<file path="config.mk">
export PLATFORM = sky130hd
export DESIGN_NAME = rock_drive_flat
export DESIGN_NICKNAME = d
export VERILOG_FILES = /design/src/rtl/rock_pkg.sv /design/src/rtl/rock_drive_if.sv /design/src/rtl/rock_prescaler.sv /design/src/rtl/rock_drive.sv /design/src/flat_wrapper.sv
export SDC_FILE = /design/constraint.sdc
export NUM_CORES = 1
export LEC_CHECK = 0
export ABC_AREA = 1
export CAP_MARGIN = 20
export CORE_MARGIN = 2
export CORE_UTILIZATION = 40
export CTS_CLUSTER_DIAMETER = 50
export DETAILED_ROUTE_END_ITERATION = 12
export PLACE_DENSITY_LB_ADDON = 0.2
export SETUP_SLACK_MARGIN = 0.2
export SKIP_LAST_GASP = 1
export SYNTH_ARGS = -nofsm -noshare
export SYNTH_HDL_FRONTEND = slang
export SYNTH_HIERARCHICAL = 1
export SYNTH_SLANG_ARGS = --single-unit
</file>
<file path="constraint.sdc">
create_clock -name clk -period 11.9 [get_ports clk]
set_input_delay 1.19 -clock clk [delete_from_list [all_inputs] [get_ports clk]]
set_output_delay 1.19 -clock clk [all_outputs]
set_load 0.02 [all_outputs]
</file>
<file path="src/rtl/rock_pkg.sv">
// rock_pkg: shared types and helpers for the rock_drive cradle motor sequencer.
//   state_e        : sequencer state (StIdle, StSwing, StDead).
//   LevelW         : width of the amplitude/frequency level inputs.
//   calc_half_len  : ticks per half-swing for a frequency level.
//   calc_drive_len : drive ticks per half-swing, capped at the half-swing length.
package rock_pkg;

    localparam int unsigned LevelW = 3;

    typedef enum logic [1:0] {
        StIdle  = 2'd0,
        StSwing = 2'd1,
        StDead  = 2'd2
    } state_e;

    // Computed at 32 bits so the level x step products can never truncate.
    function automatic logic [31:0] calc_half_len(input logic [LevelW-1:0] f,
                                                  input int unsigned step_ticks);
        return (32'd8 - 32'(f)) * step_ticks;
    endfunction

    function automatic logic [31:0] calc_drive_len(input logic [LevelW-1:0] a,
                                                   input logic [LevelW-1:0] f,
                                                   input int unsigned step_ticks,
                                                   input int unsigned pulse_ticks);
        logic [31:0] drive;
        logic [31:0] half;
        drive = 32'(a) * pulse_ticks;
        half  = calc_half_len(f, step_ticks);
        return (drive < half) ? drive : half;
    endfunction

endpackage

</file>
<file path="src/rtl/rock_drive_if.sv">
// rock_drive_if: level inputs and H-bridge outputs of rock_drive.
//   A, F      : amplitude / frequency level (0..7), driven by the level register.
//   F0        : stop request (high when F == 0).
//   motor_en  : H-bridge enable.
//   motor_dir : 1 = forward half-swing, 0 = reverse.
//   half_done : one-cycle pulse at the end of each half-swing.
//   running   : high while the sequencer is not idle.
// Modports: master = level source / observer, slave = rock_drive.
interface rock_drive_if;
    import rock_pkg::*;

    logic [LevelW-1:0] A;
    logic [LevelW-1:0] F;
    logic              F0;
    logic              motor_en;
    logic              motor_dir;
    logic              half_done;
    logic              running;

    modport master (
        output A, F, F0,
        input  motor_en, motor_dir, half_done, running
    );

    modport slave (
        input  A, F, F0,
        output motor_en, motor_dir, half_done, running
    );

endinterface

</file>
<file path="src/rtl/rock_prescaler.sv">
// rock_prescaler: divides clk down to a one-cycle tick_en_o every PRESCALE cycles.
//   clk       : system clock.
//   reset     : synchronous active-high reset.
//   clr_i     : synchronous clear; holds the count at 0 and suppresses ticks.
//   tick_en_o : high for one cycle when the count reaches PRESCALE-1.
module rock_prescaler #(
    parameter int unsigned PRESCALE = 50000
) (
    input  logic clk,
    input  logic reset,
    input  logic clr_i,
    output logic tick_en_o
);

    localparam int unsigned PW = (PRESCALE > 1) ? $clog2(PRESCALE) : 1;
    localparam logic [PW-1:0] Last = PW'(PRESCALE - 1);

    logic [PW-1:0] cnt_q;
    logic [PW-1:0] cnt_d;

    always_comb begin
        cnt_d = cnt_q;
        if (clr_i || (cnt_q == Last)) begin
            cnt_d = '0;
        end else begin
            cnt_d = cnt_q + PW'(1);
        end
    end

    always_ff @(posedge clk) begin
        if (reset) begin
            cnt_q <= '0;
        end else begin
            cnt_q <= cnt_d;
        end
    end

    assign tick_en_o = !clr_i && (cnt_q == Last);

endmodule

</file>
<file path="src/rtl/rock_drive.sv">
// rock_drive: cradle rocking sequencer. Latches A/F once per half-swing and produces
// direction, enable and half-swing beat for the H-bridge.
//   clk   : system clock.
//   reset : synchronous active-high reset.
//   bus   : rock_drive_if.slave (A, F, F0 in; motor_en, motor_dir, half_done, running out).
// Parameters: PRESCALE clk/tick, STEP_TICKS ticks per frequency step, PULSE_TICKS drive
// ticks per amplitude step, DEAD_TICKS dead-time ticks.
// Optional: define ROCK_DEADTIME_EN to insert a DEAD_TICKS undriven gap at each reversal.
module rock_drive
    import rock_pkg::*;
#(
    parameter int unsigned PRESCALE    = 50000,
    parameter int unsigned STEP_TICKS  = 100,
    parameter int unsigned PULSE_TICKS = 40,
    parameter int unsigned DEAD_TICKS  = 5
) (
    input  logic         clk,
    input  logic         reset,
    rock_drive_if.slave  bus
);

    // Counter covers the longest half-swing (F=0 worst case) and the dead time.
    localparam int unsigned CntMax = (8 * STEP_TICKS > DEAD_TICKS) ? 8 * STEP_TICKS : DEAD_TICKS;
    localparam int unsigned CntW   = $clog2(CntMax + 1);

    state_e              state_q, state_d;
    logic [CntW-1:0]     half_cnt_q, half_cnt_d;
    logic [LevelW-1:0]   a_l_q, a_l_d;
    logic [LevelW-1:0]   f_l_q, f_l_d;
    logic                motor_en_q, motor_en_d;
    logic                dir_q, dir_d;
    logic                half_done_q, half_done_d;
    logic                running_q, running_d;
    logic                tick_en;
    logic [31:0]         half_len;
    logic [31:0]         cnt32;

    rock_prescaler #(
        .PRESCALE (PRESCALE)
    ) u_prescaler (
        .clk       (clk),
        .reset     (reset),
        .clr_i     (state_q == StIdle),
        .tick_en_o (tick_en)
    );

    assign half_len = calc_half_len(f_l_q, STEP_TICKS);
    assign cnt32    = 32'(half_cnt_q);

    always_comb begin
        state_d     = state_q;
        half_cnt_d  = half_cnt_q;
        a_l_d       = a_l_q;
        f_l_d       = f_l_q;
        dir_d       = dir_q;
        half_done_d = 1'b0;

        unique case (state_q)
            StIdle: begin
                if (!bus.F0) begin
                    state_d    = StSwing;
                    dir_d      = 1'b1;
                    a_l_d      = bus.A;
                    f_l_d      = bus.F;
                    half_cnt_d = '0;
                end
            end
            StSwing: begin
                if (tick_en) begin
                    if (cnt32 == half_len - 32'd1) begin
                        half_done_d = 1'b1;
                        half_cnt_d  = '0;
                        if (bus.F0) begin
                            // Stop keeps the last direction.
                            state_d = StIdle;
                        end else begin
                            dir_d = !dir_q;
`ifdef ROCK_DEADTIME_EN
                            state_d = StDead;
`else
                            a_l_d = bus.A;
                            f_l_d = bus.F;
`endif
                        end
                    end else begin
                        half_cnt_d = half_cnt_q + CntW'(1);
                    end
                end
            end
`ifdef ROCK_DEADTIME_EN
            StDead: begin
                if (tick_en) begin
                    if (cnt32 == DEAD_TICKS - 32'd1) begin
                        half_cnt_d = '0;
                        if (bus.F0) begin
                            state_d = StIdle;
                        end else begin
                            state_d = StSwing;
                            a_l_d   = bus.A;
                            f_l_d   = bus.F;
                        end
                    end else begin
                        half_cnt_d = half_cnt_q + CntW'(1);
                    end
                end
            end
`endif
            default: begin
                state_d = StIdle;
            end
        endcase

        // Outputs are computed from next-state values so they are registered, yet
        // still line up with the state/count they describe.
        motor_en_d = (state_d == StSwing) &&
                     (32'(half_cnt_d) < calc_drive_len(a_l_d, f_l_d, STEP_TICKS, PULSE_TICKS));
        running_d  = (state_d != StIdle);
    end

    always_ff @(posedge clk) begin
        if (reset) begin
            state_q     <= StIdle;
            half_cnt_q  <= '0;
            a_l_q       <= '0;
            f_l_q       <= '0;
            motor_en_q  <= 1'b0;
            dir_q       <= 1'b0;
            half_done_q <= 1'b0;
            running_q   <= 1'b0;
        end else begin
            state_q     <= state_d;
            half_cnt_q  <= half_cnt_d;
            a_l_q       <= a_l_d;
            f_l_q       <= f_l_d;
            motor_en_q  <= motor_en_d;
            dir_q       <= dir_d;
            half_done_q <= half_done_d;
            running_q   <= running_d;
        end
    end

    assign bus.motor_en  = motor_en_q;
    assign bus.motor_dir = dir_q;
    assign bus.half_done = half_done_q;
    assign bus.running   = running_q;

endmodule

</file>
<file path="src/flat_wrapper.sv">
// flat-port wrapper written by rule: the top's interface ports become plain ports
module rock_drive_flat import rock_pkg::*;
#(
    parameter int unsigned PRESCALE    = 50000,
    parameter int unsigned STEP_TICKS  = 100,
    parameter int unsigned PULSE_TICKS = 40,
    parameter int unsigned DEAD_TICKS  = 5
)
  (clk, reset, bus_A, bus_F, bus_F0, bus_motor_en, bus_motor_dir, bus_half_done, bus_running);
  rock_drive_if bus_i ();
  input  logic clk;
  input  logic reset;
  input wire logic [$bits(bus_i.A)-1:0] bus_A;
  input wire logic [$bits(bus_i.F)-1:0] bus_F;
  input wire logic [$bits(bus_i.F0)-1:0] bus_F0;
  output wire logic [$bits(bus_i.motor_en)-1:0] bus_motor_en;
  output wire logic [$bits(bus_i.motor_dir)-1:0] bus_motor_dir;
  output wire logic [$bits(bus_i.half_done)-1:0] bus_half_done;
  output wire logic [$bits(bus_i.running)-1:0] bus_running;
  assign bus_i.A = bus_A;
  assign bus_i.F = bus_F;
  assign bus_i.F0 = bus_F0;
  assign bus_motor_en = bus_i.motor_en;
  assign bus_motor_dir = bus_i.motor_dir;
  assign bus_half_done = bus_i.half_done;
  assign bus_running = bus_i.running;
  rock_drive #(.PRESCALE(PRESCALE), .STEP_TICKS(STEP_TICKS), .PULSE_TICKS(PULSE_TICKS), .DEAD_TICKS(DEAD_TICKS)) u_core (.clk(clk), .reset(reset), .bus(bus_i));
endmodule
</file>
==> out/qor.yml <==
timing:
  period_minus_slack_ps: 7600
  worst_slew_pin_slew_ps: 801
  maxSlewViolCount: 0
  slew_headroom: 0.465
  hold_viol_final: 0
  fin_crit_sh: 0.639
  fmax_mhz: 132
  fin_setup_tns_ps: 0
  grt_setup_unrepaired: "no"
  setup_violations: 0
  finClkSkew_ps: 2.71
cts:
  cts_buffers: 5
  clockRootBuffer: "clkbuf_8"
  tritoncts: "yes"
  htreeDepth: 2
  clk_pin_slew_worst_paths_ps: 80
  ctsHoldBuffers: 0
  ctsLongestPathBuffers: 2
  postCtsSetupRepairBufs: 0
  cts_resized: 0
  clock_sinks: 38
  clock_latency_ps: 290
floorplanning:
  rows: 33
  core-area_um2: 8180
  start_util: 0.413
  die_w_um: 95.8
  die-area_um2: 9180
  num_io_pins: 13
  die_h_um: 95.8
global_route:
  gr-total-overflow: 0
  track_usage: 0.176
  grt_max_degree: 22
  antenna_found_initial: 0
  grt_first_pass_wirelength_um: 12700
  grt_pass1_vias: 2895
place:
  placed_cells: 622
  port_buffers: 12
  hpwl_um: 6010
  place_congestion: 0.878
detailed_routing:
  vias: 3081
  first_pass_iters: 4
  drt_iter0_drc: 93
  drc: 0
  ant_nets: 0
  wl_per_cell_um: 11.7
  drt_wl_total_um: 7370
  routed_via_density: 4.90
yosys:
  ys_seq_elements: 38
  avgSynthCellArea_um2: 6.58
  yosysWarnings: 6
  synth_cell_type_count: 43
  syn-cell-area_um2: 3370
  synthCells: 513
  seq_area_frac_synth: 0.226
pwr:
  p_comb_frac: 0.401
  ir_worst_vdd_mv: 0.0488
  p_seq_frac: 0.323
  p_leak_nw: 1.63
  intPower_mw: 0.259
  switching_share: 0.375
  pwr-share-clk: 0.276
  switching_power_mw: 0.155
  pwr_density_cell_nw_per_um2: 113
critical_path:
  worst_r2r_path_depth: 46
  crit_required_ps: 12130
  crit_path_top_delay_cell: "dfxtp_1"
  criticalPathCategory: "reg -> reg"
  crit_start: "u_core/f_l_q[0]"
  crit_top_cell: "ha_1"
  arrival_ps: 7830
  cp-end-kind: "flop"
  rr_endpoint: "u_core/bus.motor_en"
  crit_fanout: 13
  r2r_start: "u_core/f_l_q[0]"
  crit_path_start_kind: "flop"
  cp_slowest_stage_delay_ps: 640
  r2r_slack_ps: 4300
layout:
  area_delta_synth_final_pct: 8.90
  multi_input_area_um2: 2290
  antenna_cells: 0
  final_nets: 572
  drive_gt1_frac: 0.103
  final-seq-area_um2: 761
  final_util: 0.449
  fillers: 861
  final_cell_count_no_fill: 629
hold_path:
  worstHoldEndpoint: "u_core/u_prescaler/cnt_q[0]"
  whs_path_depth: 1
  hp-class: "reg -> reg"
  min-delay-start: "u_core/u_prescaler/cnt_q[0]"
run:
  drv_cap: 0
run_status:
  status: "finished, final reports clean"
## through the flow
stage	hold WS, ps	instance area (um^2)	power, mW	setup WS, ps
floorplan	439	3380	0.272	5160
global placement	461	3560	0.300	4620
detailed placement	461	3560	0.304	4320
CTS	481	3670	0.421	4290
global route	510	3670	0.451	3580
finish	475	3670	0.415	4300
## logic make-up (layout without fill, tap and decap cells)
| group | Yosys count | in the layout | share of synthesized area |
|---|---|---|---|
| AND/OR/NAND/NOR | 286 | 286 | 0.396 |
| adder cells (fa/ha/maj) | 39 | 39 | 0.145 |
| flip-flops | 38 | 38 | 0.226 |
| XOR/XNOR | 13 | 13 | 0.0338 |
| AO/OA/AOI/OAI | 59 | 59 | 0.0979 |
| multiplexers | 1 | 1 | 0.00297 |
| other | 2 | 3 | 0.00223 |
| buffers and inverters | 75 | 85 | 0.0972 |
## sequential cells by signal, indices dropped and copies added (netlist names)
signal / count
u_core/a_l_q: 3
u_core/bus.motor_dir: 1
u_core/f_l_q: 3
u_core/bus.half_done: 1
u_core/u_prescaler/cnt_q: 16
u_core/bus.running: 1
u_core/state_q: 2
u_core/half_cnt_q: 10
u_core/bus.motor_en: 1
## area by class of cell
class,instances,area share
clock buffer,6,0.0225
clock inverter,1,0.00817
inverter,66,0.0708
multi-input combinational,401,0.623
sequential,38,0.207
tap,105,0.0358
timing repair buffer,12,0.0327
## critical path, delay by kind of cell (launching register included)
kind | cells | cell delay [ps]
fa+ha+maj | 12 | 3190
simple gates | 22 | 2250
flops | 1 | 640
compound gates | 5 | 630
buf+inv | 6 | 500
xor+xnor | 1 | 330
## Yosys cell counts, drive strengths merged
master,instances,area (um^2)
a21oi,23,119
mux2i,1,10.0
xor2,7,61.3
clkbuf,4,15.0
inv,65,257
buf,5,52.6
nor4,1,6.26
and3,1,6.26
nand2,150,626
nand4,10,62.6
o311a,1,10.0
a31oi,1,6.26
a41oi,1,8.76
clkinv,1,3.75
xnor2,6,52.6
o21bai,2,15.0
or2,1,6.26
o21a,1,7.51
conb,2,7.51
a211oi,2,15.0
dfxtp,38,761
o21ai,25,125
nand3b,2,15.0
ha,39,488
o211ai,2,15.0
a211o,1,8.76
nor3,5,25.0
nor2,75,345
nand3,41,243
## cell usage in the layout, fill, tap and decap left out, types with 7 or more instances in the layout
master and instances:
nand2_1 135, nor2_1 59, inv_1 57, ha_1 39
dfxtp_1 38, nand3_1 35, a21oi_1 22, o21ai_0 19
nor2_2 13, clkdlybuf4s50_1 12, nand2_2 10, nand4_1 10
xor2_1 7
## worst max-delay path by stage
stage,slack [ps],end
after floorplan,5160,u_core/bus.motor_en
after global placement,4620,u_core/bus.motor_en
after detailed placement,4320,u_core/bus.motor_en
after CTS,4290,u_core/bus.motor_en
after global routing,3580,u_core/bus.motor_en
final,4300,u_core/bus.motor_en
## power by group through the flow
stage / sequential, mW / combinational, mW / clock [mW]
final: 0.134 / 0.166 / 0.114
after global routing: 0.134 / 0.194 / 0.123
after CTS: 0.134 / 0.168 / 0.119
after detailed placement: 0.137 / 0.168 / 0
after global placement: 0.137 / 0.164 / 0
after floorplan: 0.136 / 0.136 / 0
## layer usage
layer / GRT usage / vias to the layer above / routed length, um
met4: 0.0405 / 0 / 65
met5: 0 / - / 0
met1: 0.226 / 1367 / 3610
met2: 0.310 / 31 / 3520
li1: - / 1678 / -
met3: 0.0243 / 5 / 177
Note: power is estimated with default switching activity, not from simulation.
